## src/rtl/fetch_queue_stage_pkg.sv

```systemverilog
// Shared definitions for the fetch queue stage: default vectors, fetch FSM
// encodings and the {PC, Instr} queue entry layout.
package fetch_queue_stage_pkg;

    localparam logic [31:0] DEF_RESET_PC = 32'h0000_3000;
    localparam logic [31:0] DEF_EXC_VEC  = 32'h0000_4180;
    localparam int          ENTRY_W      = 64;

    typedef enum logic [1:0] {
        RUN     = 2'd0,
        DS_WAIT = 2'd1,
        HALT_DS = 2'd2
    } fetch_state_t;

    typedef struct packed {
        logic [31:0] pc;
        logic [31:0] instr;
    } fq_entry_t;

    function automatic logic [31:0] pc_plus4(input logic [31:0] pc);
        return pc + 32'd4;
    endfunction

endpackage

```

## src/rtl/fetch_queue_stage_if.sv

```systemverilog
// Handshake bundle of the fetch queue stage: instruction memory side,
// decode side and the redirect inputs.
interface fetch_queue_stage_if;
    logic        IM_Req;
    logic [31:0] IM_Addr;
    logic        IM_Rdy;
    logic [31:0] IM_Instr;
    logic        F_Valid;
    logic        D_Ready;
    logic [31:0] F_Instr;
    logic [31:0] F_PC;
    logic [31:0] F_PCplus4;
    logic        E_IntReq;
    logic        D_isEret;
    logic [31:0] E_EPC;
    logic        D_isBranch;
    logic [31:0] D_NPC;

    modport master (
        output IM_Req, IM_Addr, F_Valid, F_Instr, F_PC, F_PCplus4,
        input  IM_Rdy, IM_Instr, D_Ready, E_IntReq, D_isEret, E_EPC,
               D_isBranch, D_NPC
    );

    modport slave (
        input  IM_Req, IM_Addr, F_Valid, F_Instr, F_PC, F_PCplus4,
        output IM_Rdy, IM_Instr, D_Ready, E_IntReq, D_isEret, E_EPC,
               D_isBranch, D_NPC
    );
endinterface

```

## src/rtl/fetch_queue_stage_fq_ram.sv

```systemverilog
// DEPTH x 64 register-file queue with push/pop, full flush and a truncate
// operation that keeps only the entry after the head.
module fq_ram
    import fetch_queue_stage_pkg::*;
#(
    parameter int DEPTH = 4
) (
    input  logic                     Clk,
    input  logic                     Reset,
    input  logic                     flush,
    input  logic                     trunc,
    input  logic                     push,
    input  logic                     pop,
    input  fq_entry_t                wdata,
    output fq_entry_t                rdata,
    output logic [$clog2(DEPTH):0]   count
);
    localparam int AW = $clog2(DEPTH);

    logic [ENTRY_W-1:0] mem [DEPTH];
    logic [AW-1:0]      rd_ptr;
    logic [AW-1:0]      wr_ptr;

    always_ff @(posedge Clk) begin
        if (Reset || flush) begin
            rd_ptr <= '0;
            wr_ptr <= '0;
            count  <= '0;
        end else if (trunc) begin
            // head is consumed, the entry after it survives as the delay slot
            rd_ptr <= rd_ptr + AW'(1);
            wr_ptr <= rd_ptr + AW'(2);
            count  <= (AW+1)'(1);
        end else begin
            if (push) wr_ptr <= wr_ptr + AW'(1);
            if (pop)  rd_ptr <= rd_ptr + AW'(1);
            count <= count + (AW+1)'(push) - (AW+1)'(pop);
        end
    end

    always_ff @(posedge Clk) begin
        if (push) mem[wr_ptr] <= wdata;
    end

    assign rdata = fq_entry_t'(mem[rd_ptr]);

endmodule

```

## src/rtl/fetch_queue_stage.sv

```systemverilog
// Fetch queue stage: PC, redirect/delay-slot FSM and the fq_ram queue.
// Optional performance counters are built when FQ_PERF_EN is defined.
//
// state   | meaning
// RUN     | normal sequential fetch
// DS_WAIT | branch taken with queue empty; next fetch is the delay slot,
//         | after which the PC jumps to the latched target
// HALT_DS | reserved, never entered, treated as RUN
module fetch_queue_stage
    import fetch_queue_stage_pkg::*;
#(
    parameter int          DEPTH    = 4,
    parameter logic [31:0] RESET_PC = DEF_RESET_PC,
    parameter logic [31:0] EXC_VEC  = DEF_EXC_VEC
) (
    input  logic                Clk,
    input  logic                Reset,
    fetch_queue_stage_if.master bus
`ifdef FQ_PERF_EN
    ,
    output logic [31:0]         Perf_StallCyc,
    output logic [31:0]         Perf_FlushCnt
`endif
);
    localparam int            AW      = $clog2(DEPTH);
    localparam logic [AW:0]   DEPTH_C = (AW+1)'(DEPTH);

    fetch_state_t state, state_nx;
    logic [31:0]  pc, pc_nx;
    logic [31:0]  target, target_nx;
    logic [AW:0]  count;
    fq_entry_t    head;
    logic         f_valid, pop, im_req, fetch_ok, push, flush, trunc, branch;

    assign f_valid  = (count != '0);
    assign pop      = f_valid & bus.D_Ready;
    assign im_req   = ~Reset & (state != HALT_DS) & ((count < DEPTH_C) | pop);
    assign flush    = bus.E_IntReq | bus.D_isEret;
    assign fetch_ok = im_req & bus.IM_Rdy & ~flush;
    assign branch   = bus.D_isBranch & pop & ~flush;
    assign trunc    = branch & (count >= (AW+1)'(2));
    assign push     = fetch_ok & ~trunc;

    fq_ram #(.DEPTH(DEPTH)) u_ram (
        .Clk   (Clk),
        .Reset (Reset),
        .flush (flush),
        .trunc (trunc),
        .push  (push),
        .pop   (pop & ~flush & ~trunc),
        .wdata ({pc, bus.IM_Instr}),
        .rdata (head),
        .count (count)
    );

    always_ff @(posedge Clk) begin
        if (Reset) begin
            state  <= RUN;
            pc     <= RESET_PC;
            target <= '0;
        end else begin
            state  <= state_nx;
            pc     <= pc_nx;
            target <= target_nx;
        end
    end

    always_comb begin
        state_nx  = (state == HALT_DS) ? RUN : state;
        pc_nx     = pc;
        target_nx = target;
        if (bus.E_IntReq) begin
            pc_nx    = EXC_VEC;
            state_nx = RUN;
        end else if (bus.D_isEret) begin
            pc_nx    = bus.E_EPC;
            state_nx = RUN;
        end else if (branch) begin
            state_nx = RUN;
            if (trunc || push) begin
                pc_nx = bus.D_NPC;
            end else begin
                // delay slot not fetched yet: remember where to go afterwards
                target_nx = bus.D_NPC;
                state_nx  = DS_WAIT;
            end
        end else if (push) begin
            if (state == DS_WAIT) begin
                pc_nx    = target;
                state_nx = RUN;
            end else begin
                pc_nx = pc_plus4(pc);
            end
        end
    end

    assign bus.IM_Req    = im_req;
    assign bus.IM_Addr   = pc;
    assign bus.F_Valid   = f_valid;
    assign bus.F_PC      = head.pc;
    assign bus.F_Instr   = head.instr;
    assign bus.F_PCplus4 = pc_plus4(head.pc);

`ifdef FQ_PERF_EN
    logic [AW:0]  discard;
    logic [32:0]  flush_sum;

    always_comb begin
        discard = '0;
        if (flush)      discard = count;
        else if (trunc) discard = count - (AW+1)'(2);
    end

    assign flush_sum = {1'b0, Perf_FlushCnt} + 33'(discard);

    always_ff @(posedge Clk) begin
        if (Reset) begin
            Perf_StallCyc <= '0;
            Perf_FlushCnt <= '0;
        end else begin
            if (!f_valid && Perf_StallCyc != 32'hFFFF_FFFF)
                Perf_StallCyc <= Perf_StallCyc + 32'd1;
            Perf_FlushCnt <= flush_sum[32] ? 32'hFFFF_FFFF : flush_sum[31:0];
        end
    end
`endif

endmodule
```

## src/flat_wrapper.sv

```systemverilog
// flat-port wrapper written by rule: the top's interface ports become plain ports
module fetch_queue_stage_flat import fetch_queue_stage_pkg::*;
#(
    parameter int          DEPTH    = 4,
    parameter logic [31:0] RESET_PC = DEF_RESET_PC,
    parameter logic [31:0] EXC_VEC  = DEF_EXC_VEC
)
  (Clk, Reset, bus_IM_Req, bus_IM_Addr, bus_F_Valid, bus_F_Instr, bus_F_PC, bus_F_PCplus4, bus_IM_Rdy, bus_IM_Instr, bus_D_Ready, bus_E_IntReq, bus_D_isEret, bus_E_EPC, bus_D_isBranch, bus_D_NPC);
  fetch_queue_stage_if bus_i ();
  input  logic Clk;
  input  logic Reset;
  output wire logic [$bits(bus_i.IM_Req)-1:0] bus_IM_Req;
  output wire logic [$bits(bus_i.IM_Addr)-1:0] bus_IM_Addr;
  output wire logic [$bits(bus_i.F_Valid)-1:0] bus_F_Valid;
  output wire logic [$bits(bus_i.F_Instr)-1:0] bus_F_Instr;
  output wire logic [$bits(bus_i.F_PC)-1:0] bus_F_PC;
  output wire logic [$bits(bus_i.F_PCplus4)-1:0] bus_F_PCplus4;
  input wire logic [$bits(bus_i.IM_Rdy)-1:0] bus_IM_Rdy;
  input wire logic [$bits(bus_i.IM_Instr)-1:0] bus_IM_Instr;
  input wire logic [$bits(bus_i.D_Ready)-1:0] bus_D_Ready;
  input wire logic [$bits(bus_i.E_IntReq)-1:0] bus_E_IntReq;
  input wire logic [$bits(bus_i.D_isEret)-1:0] bus_D_isEret;
  input wire logic [$bits(bus_i.E_EPC)-1:0] bus_E_EPC;
  input wire logic [$bits(bus_i.D_isBranch)-1:0] bus_D_isBranch;
  input wire logic [$bits(bus_i.D_NPC)-1:0] bus_D_NPC;
  assign bus_IM_Req = bus_i.IM_Req;
  assign bus_IM_Addr = bus_i.IM_Addr;
  assign bus_F_Valid = bus_i.F_Valid;
  assign bus_F_Instr = bus_i.F_Instr;
  assign bus_F_PC = bus_i.F_PC;
  assign bus_F_PCplus4 = bus_i.F_PCplus4;
  assign bus_i.IM_Rdy = bus_IM_Rdy;
  assign bus_i.IM_Instr = bus_IM_Instr;
  assign bus_i.D_Ready = bus_D_Ready;
  assign bus_i.E_IntReq = bus_E_IntReq;
  assign bus_i.D_isEret = bus_D_isEret;
  assign bus_i.E_EPC = bus_E_EPC;
  assign bus_i.D_isBranch = bus_D_isBranch;
  assign bus_i.D_NPC = bus_D_NPC;
  fetch_queue_stage #(.DEPTH(DEPTH), .RESET_PC(RESET_PC), .EXC_VEC(EXC_VEC)) u_core (.Clk(Clk), .Reset(Reset), .bus(bus_i));
endmodule
```

## config.mk

```make
export PLATFORM = sky130hd
export DESIGN_NAME = fetch_queue_stage_flat
export DESIGN_NICKNAME = d
export VERILOG_FILES = /design/src/rtl/fetch_queue_stage_pkg.sv /design/src/rtl/fetch_queue_stage_if.sv /design/src/rtl/fetch_queue_stage_fq_ram.sv /design/src/rtl/fetch_queue_stage.sv /design/src/flat_wrapper.sv
export SDC_FILE = /design/constraint.sdc
export NUM_CORES = 1
export LEC_CHECK = 0
export ABC_AREA = 0
export ABC_CLOCK_PERIOD_IN_PS = 5500
export BUFFER_PORTS_ARGS = -buffer_cell sky130_fd_sc_hd__clkbuf_2
export CAP_MARGIN = 10
export CORE_MARGIN = 2
export CORE_UTILIZATION = 50
export DETAILED_ROUTE_END_ITERATION = 12
export PLACE_DENSITY = 0.7
export SKIP_LAST_GASP = 1
export SLEW_MARGIN = 10
export SYNTH_ARGS = -nofsm -noshare
export SYNTH_HDL_FRONTEND = slang
export SYNTH_SLANG_ARGS = --single-unit
```

## constraint.sdc

```tcl
create_clock -name Clk -period 5.5 [get_ports Clk]
set_clock_uncertainty 0.15 [all_clocks]
set_input_delay 1.375 -clock Clk [delete_from_list [all_inputs] [get_ports Clk]]
set_output_delay 1.375 -clock Clk [all_outputs]
set_load 0.01 [all_outputs]
```

# After elaboration in Yosys (flattened, before gate mapping)
# Memories as Yosys holds them, arrays and structs flattened. A register that Yosys moved wholly into a read port is not among the register bits.
# Index checks and enable logic that the tools add are counted.
# totals
ff_bits	73
ramBits	256
inputBits	103
memories	1
# memory_table
memory	depth	width	read_ports	rd_clocked_by_memory_dff	write_ports	line	text
u_core.u_ram.mem	4	64	1	1	1	fetch_queue_stage_fq_ram.sv:20	logic [ENTRY_W-1:0] mem [DEPTH];
# classes
addsub	7
n_lt_le_gt_ge	2
n_eq_ne	5
n_mux	20
bitwise_logic	19
reduce_logical	13
# op_table
op	n
$mux 32	5
$add 32x3->32 const B	2
$mux 2	10
$mux 15	1
$and 1x1->1	11
$not 1->1	6
$reduce_bool 3->1	2
$add 2x1->2 const B	2
$mux 1	4
$ne 4x4->1 const B	1
$reduce_and 2->1	2
$reduce_and 4->1	1
$reduce_bool 2->1	2
$reduce_bool 4->1	1
$reduce_or 2->1	2
$add 3x1->3	1
$ge 3x2->1 const B	1
$lt 3x3->1 const B	1
$ne 3x3->1 const B	1
$reduce_or 3->1	1
$sub 3x1->3	1
$add 2x2->2 const B	1
$eq 2x1->1 const B	1
$eq 2x2->1 const B	1
other kinds (3)	5

# Depth between registers and ports, before layout
# Gate-level depths: netlist (run 1).
# depth
word_depth	12
mapped_depth	13

# Hierarchy
# From an unflattened synthesis (run 1), not the netlist that was laid out.
# hier_totals
hier_cells	1016
area_unflattened_um2	14242.4
# modules_own_cells
module	instances	cells_per_inst	area_each_um2
fq_ram	1	379	9786.9
fetch_queue_stage	1	637	4455.5

# Least setup slack after synthesis (run 1)
# OpenSTA, ideal clock, no wires.
# synth_path
path_type	input -> register
start	input bus_E_IntReq
end	memory u_core.u_ram.mem[0][0] (enable)
arrival_time_ps	4112
slack_ps	809
path_stages	6
n_path_buf	2
path_cell_list	buf_6 > or3b_1 > or4_1 > buf_4 > nor2_1 > and2_1
# synth_between
elab_chain_cells	8
# synth_lines
item	line	text
start: declaration	flat_wrapper.sv:21	input wire logic [$bits(bus_i.E_IntReq)-1:0] bus_E_IntReq;
$or 1x1->1 *	fetch_queue_stage.sv:38	assign flush = bus.E_IntReq | bus.D_isEret;
$not 1->1 *	fetch_queue_stage.sv:39, fetch_queue_stage.sv:40	
$and 1x1->1	fetch_queue_stage.sv:40	assign branch = bus.D_isBranch & pop & ~flush;
$and 1x1->1	fetch_queue_stage.sv:41	assign trunc = branch & (count >= (AW+1)'(2));
$not 1->1	fetch_queue_stage.sv:42	assign push = fetch_ok & ~trunc;
$and 1x1->1 *	fetch_queue_stage.sv:42	
$mux 1 *	fetch_queue_stage_fq_ram.sv:42	if (push) mem[wr_ptr] <= wdata;
$mux 1 (implied by the code) *	fetch_queue_stage_fq_ram.sv:42	
end: declaration	fetch_queue_stage_fq_ram.sv:20	
# Every way passes the cells marked *; elsewhere a longest branch is shown, timed or not.

==> impl_metrics.ini, run 1 <==
[drt]
dr.pass1.iters = 5
routed_wl_um = 34400
routed-via-count = 9503
wl_per_cell_um = 21.0
drt_iter0_markers = 854
drcViolationCount = 0
ant_nets = 0
viasPerCell = 5.81

[worst_hold_path]
hp-class = register to register
hold_end = u_core.target[25]
worstHoldPathCells = 2
min_from = u_core.target[25]

[clocking]
post-cts-setup-buffer-count = 0
cts_sinks = 331
cts_tree = built
clockRootBuffer = clkbuf_16
cts_hold_buf = 0
cts_made_buffers = 36
clk_latency_ns = 0.51
cts_buffer_depth = 3
htreeDepth = 2
ctsResizeCount = 0
clkTransAtPathRegs_ns = 0.06

[yosys]
ys_async_sr_fraction = 0
ys_dominant_reg_cell = edfxtp_1
ys_seq_area_frac = 0.652
ys_types = 59
ys_ff_latch = 331
syn_avg_cell_area_um2 = 14.2
syn_inst = 996
syn_nets = 1109
synth-edff-count = 256
syn-cell-area_um2 = 14100
yosys_warnings = 0

[die]
start_util = 0.507
core-area_um2 = 27800
dieHeight_um = 172
dieArea_um2 = 29600
die_x_um = 172
fp-row-count = 61
boundaryPins = 233

[setup_path]
crit_slowest_cell = dfxtp_4
reg2reg_depth = 11
worstPathCellList = mux4_2 -> and4_4 -> nand3_2 -> nor4_4 -> nand4_1 -> xnor2_1 -> clkbuf_2
crit_family = simple AND/OR/NAND/NOR gates
regToRegEndpoint = u_core.u_ram.count[2]
regToRegSetupSlack_ns = 2.46
cp-start-kind = register
cpPeakStageDelay_ns = 0.77
critical_path_class = register to primary output
worstPathArrival_ns = 3.40
r2r_start = u_core.state[1]
cp.buffers_inverters = 1
cp_max_fo = 33
cp.required_ns = 3.97
cp-end-kind = primary output

[power_and_ir_drop]
vdd_drop_max_uv = 164
power_frac_comb = 0.040
power_frac_clock = 0.455
p_sw_frac = 0.207
cellLeakagePower_nw = 5.93
p_switching_mw = 1.12
power_density_nw_per_um2 = 322
p_int_mw = 4.31
seqPwrFrac = 0.505

[sta]
fin_crit_sh = 0.896
tns_ns = 0
timing.final.max_slew_violations = 0
finalCriticalPeriod_ns = 4.93
final-setup-viol-count = 0
rsz0062_at_grt = false
finalHoldViolCount = 0
max_freq_mhz = 203
relSlewSlack = 0.219
tightestPinTransition_ns = 1.17

[placement]
routabilityCongestion = 0.853
port_buffers = 232
hpwl_um = 23000

[flow_run]
drv_cap = 0

[global_routing]
grt.overflow.total = 0
antenna_found_initial = 1
grt_pass1_vias = 8887
grt_first_pass_wirelength_um = 51800
grt_usage = 0.233
grt_start_max_net_pins = 46

[final_layout]
area.growth.synth_to_final_pct = 19.8
multiInputGateArea_um2 = 4560
drive_gt1_frac = 0.317
final_cell_mix = edfxtp_1 (256), clkbuf_2 (232), nand2_1 (106), a21oi_1 (77), dfxtp_1 (73)
n_fill_cell = 2148
fin_util = 0.608
regArea_um2 = 9200
final_common_cell = edfxtp_1
finish.net_count = 1345

[status]
status = finished clean
power by group through the flow:
| stage | sequential [mW] | combinational (mW) | clock (mW) |
|---|---|---|---|
| 2_1_floorplan | 2.79 | 0.102 | 0 |
| 3_3_place_gp | 2.79 | 0.211 | 0 |
| 3_5_place_dp | 2.79 | 0.214 | 0 |
| 4_1_cts | 2.74 | 0.215 | 2.50 |
| 5_1_grt | 2.74 | 0.234 | 2.62 |
| 6_report | 2.74 | 0.217 | 2.47 |
state kept, by name, indices dropped and copies added (netlist names), named ones only:
name,count
u_core.bus.IM_Addr,30
u_core.u_ram.count,3
u_core.u_ram.wr_ptr,2
u_core.u_ram.rd_ptr,2
u_core.u_ram.mem,256
u_core.target,32
u_core.state,2
Yosys cell counts, types with 3 or more instances:
library cell | number | area share
a21o_1 | 4 | 0.0021
nand3_1 | 32 | 0.011
o221ai_1 | 3 | 0.0019
clkbuf_1 | 30 | 0.0080
a221oi_1 | 10 | 0.0062
and2_1 | 8 | 0.0036
edfxtp_1 | 256 | 0.55
inv_1 | 15 | 0.0040
o211ai_1 | 3 | 0.0016
and3_1 | 12 | 0.0053
xnor2_1 | 34 | 0.021
mux4_2 | 64 | 0.10
buf_4 | 4 | 0.0021
ha_1 | 9 | 0.0080
a211oi_1 | 20 | 0.011
a31oi_1 | 4 | 0.0018
dfxtp_1 | 75 | 0.11
a21oi_1 | 77 | 0.027
buf_6 | 6 | 0.0048
or2_2 | 4 | 0.0018
xor2_1 | 14 | 0.0087
nor2_1 | 60 | 0.016
nand4_1 | 15 | 0.0067
o21ai_0 | 34 | 0.012
o31ai_1 | 11 | 0.0059
buf_2 | 14 | 0.0050
nor2b_1 | 3 | 0.0013
nand2_1 | 106 | 0.028
nor4_1 | 3 | 0.0013
nand2b_1 | 5 | 0.0022
nor3_1 | 23 | 0.0082
how the worst max path moves through the flow:
stage / from / endpoint / slack, ns / cells past startpoint
2_1_floorplan: bus_E_IntReq / u_core.u_ram.mem[0][0] / 0.81 / 6
3_3_place_gp: register / bus_F_PCplus4[31] / 1.12 / 7
3_5_place_dp: register / bus_F_PCplus4[31] / 1.04 / 7
4_1_cts: register / bus_F_PCplus4[31] / 0.50 / 7
5_1_grt: register / bus_F_PCplus4[31] / 0.34 / 7
6_report: register / bus_F_PCplus4[31] / 0.57 / 7
cell type report:
type,instances,area share
sequential,331,0.545
clock inverter,23,0.0166
inverter,15,0.00334
tap,378,0.0280
timing repair buffer,255,0.0812
clock buffer,41,0.0557
antenna,1,0.000148
multi-input combinational,593,0.270
cell families (layout without fill, tap and decap cells):
family	after synthesis	in the layout	share of synthesized area
AO/OA/AOI/OAI	178	178	0.0780
XOR/XNOR	48	48	0.0298
adder cells (fa/ha/maj)	10	10	0.00941
buffers and inverters	72	334	0.0255
flip-flops	331	331	0.652
multiplexers	65	65	0.103
other	0	1	0
AND/OR/NAND/NOR	292	292	0.102
tightest hold or removal path, cell delays in order, from the launching register on:
cell,delay (ns)
dfxtp_1,0.30
nand2_1,0.05
a21oi_1,0.05
per-stage QoR:
step           total power, mW  hold WS (ns)  worst slack (ns)  cells  area [µm²]
5_1_grt                   5.59         0.319             0.338   1637       16900
2_1_floorplan             2.89         0.282             0.809    996       14100
6_report                  5.43         0.301             0.575   1637       16900
3_3_place_gp              3.00         0.288              1.12   1572       15700
3_5_place_dp              3.01         0.294              1.04   1572       15700
4_1_cts                   5.46         0.302             0.497   1636       16900
per-layer routing:
layer / wire length, µm / up-vias / global-route usage
met5: 0 / - / 0
met4: 1000 / 0 / 0.0756
met3: 2860 / 67 / 0.0380
met2: 15800 / 482 / 0.354
met1: 14800 / 4640 / 0.345
li1: - / 4314 / -
(Power assumes the default switching activity.)
==> run 2: changes to the inputs <==
Settings changed: RECOVER_POWER from default to 100.
==> run 2 against run 1 <==
  * The run now ends with max-capacitance violations, max-slew violations left
  * Sequential power about the same
  * Via count down 0.14%
  * Cell count unchanged
  * Worst hold slack better by 0.0012 ns
  * Sequential share of layout area up 0.77 points
  * Clock-buffer cell count unchanged
  * Total power down 0.30%
  * Register-to-register slack worse by 0.22 ns
  * Critical path depth up 1
  * Global-route usage unchanged
  * Fmax down 4.2%
  * Clock power about the same
  * Critical path type is now primary input to register
==> impl_metrics.ini, run 2 (synthesis gave the netlist of run 1 again) <==
[drt]
ant_nets = 0
drt_iter0_markers = 900
viasPerCell = 5.80
routed_wl_um = 34600
dr.pass1.iters = 6
wl_per_cell_um = 21.1
routed-via-count = 9490
drcViolationCount = 0

[setup_path]
crit_slowest_cell = clkbuf_1
worstPathArrival_ns = 5.12
crit_family = buffers and inverters
cp.buffers_inverters = 4
cp-end-kind = register
critical_path_class = primary input to register
r2r_start = u_core.state[1]
cpPeakStageDelay_ns = 1.47
regToRegEndpoint = u_core.u_ram.mem[1][39]
cp-start-kind = primary input
cp.required_ns = 5.48
worstPathCellList = clkbuf_2 -> clkbuf_1 -> nor2_1 -> nor4bb_1 -> buf_4 -> nor2_1 -> and2_4 -> clkbuf_1
cp_max_fo = 41
reg2reg_depth = 5
regToRegSetupSlack_ns = 2.24

[clocking]
clockRootBuffer = clkbuf_16
clk_latency_ns = 0.51
cts_buffer_depth = 3
cts_made_buffers = 36
cts_sinks = 331
cts_hold_buf = 0
htreeDepth = 2
post-cts-setup-buffer-count = 0
clkTransAtPathRegs_ns = 0.06
ctsResizeCount = 0
cts_tree = built

[final_layout]
final_cell_mix = edfxtp_1 (256), clkbuf_1 (164), nand2_1 (106), clkbuf_2 (80), a21oi_1 (77)
final_common_cell = edfxtp_1
area.growth.synth_to_final_pct = 18.1
largest_register_ffs = 256
n_fill_cell = 2239
finish.net_count = 1345
top_register = u_core.u_ram.mem
fin_util = 0.599
drive_gt1_frac = 0.189

[sta]
tns_ns = 0
final-setup-viol-count = 0
relSlewSlack = -0.373
finalCriticalPeriod_ns = 5.14
tightestPinTransition_ns = 2.06
max_freq_mhz = 194
rsz0062_at_grt = false
fin_crit_sh = 0.935
timing.final.max_slew_violations = 42
finalHoldViolCount = 0
holdWs_ns = 0.302

[die]
start_util = 0.507
dieArea_um2 = 29600
core-area_um2 = 27800
fp-row-count = 61
dieHeight_um = 172
die_x_um = 172
boundaryPins = 233

[placement]
hpwl_um = 23000
routabilityCongestion = 0.853
port_buffers = 232

[status]
violations = max-capacitance violations, max-slew violations
status = complete, but fails checks

[global_routing]
grt_pass1_vias = 8887
grt_start_max_net_pins = 46
grt.overflow.total = 0
antenna_found_initial = 1
grt_usage = 0.233
grt_first_pass_wirelength_um = 51800

[worst_hold_path]
worstHoldPathCells = 2
min_from = u_core.target[25]
hold_end = u_core.target[25]
hp-class = register to register

[power_and_ir_drop]
cellLeakagePower_nw = 5.43
power_density_nw_per_um2 = 325
finalPower_mw = 5.42
vdd_drop_max_uv = 163

[flow_run]
drv_cap = 1
==> run 2: cell types whose count changed in the layout (fill, tap and decap cells not counted), moves of 3 or more <==
cell and change:
clkbuf_1 +160, clkbuf_2 -152, and2_2 +3, and2_4 -3
buf_4 -8
==> run 2: area by class of cell <==
| type | instances | area, µm² | area share |
|---|---|---|---|
| well taps | 378 | 473 | 0.0284 |
| diodes | 1 | 2.50 | 0.000150 |
| flip-flops and latches | 331 | 9200 | 0.552 |
| clock inverters | 23 | 280 | 0.0168 |
| repair buffers | 255 | 1150 | 0.0692 |
| inverters | 15 | 56.3 | 0.00338 |
| multi-input cells | 593 | 4550 | 0.273 |
| clock buffers | 41 | 941 | 0.0565 |
==> run 2: worst min-delay path, cell delays in order, from the launching register on <==
cell and delay [ns]:
dfxtp_1 0.30, nand2_1 0.05, a21oi_1 0.05
==> run 2: how the worst max path moves through the flow <==
stage          cells past startpoint    startpoint                       to
3_3_place_gp                       7      register        bus_F_PCplus4[31]
5_1_grt                            8  bus_D_isEret  u_core.u_ram.mem[1][39]
4_1_cts                            7      register        bus_F_PCplus4[31]
2_1_floorplan                      6  bus_E_IntReq   u_core.u_ram.mem[0][0]
3_5_place_dp                       7      register        bus_F_PCplus4[31]
6_report                           8  bus_D_isEret  u_core.u_ram.mem[1][39]
==> run 2: power by group <==
group	internal (mW)	total [mW]	switching (mW)
registers	2.71	2.74	0.0343
clock network	1.52	2.47	0.952
logic	0.0769	0.207	0.130
==> run 2: through the flow <==
| step | setup slack (ns) | instance area, µm² | instances |
|---|---|---|---|
| after floorplan | 0.809 | 14100 | 996 |
| after global placement | 1.12 | 15700 | 1572 |
| after detailed placement | 1.04 | 15700 | 1572 |
| after CTS | 0.497 | 16900 | 1636 |
| after global routing | 0.170 | 16600 | 1637 |
| final | 0.356 | 16600 | 1637 |
==> run 2: routing by layer <==
layer  up-vias  part of all wire  track usage
met5         -                 0            0
met4         0             0.028       0.0756
met3        69             0.082       0.0380
met2       463              0.46        0.354
met1      4638              0.43        0.345
li1       4320                 -            -
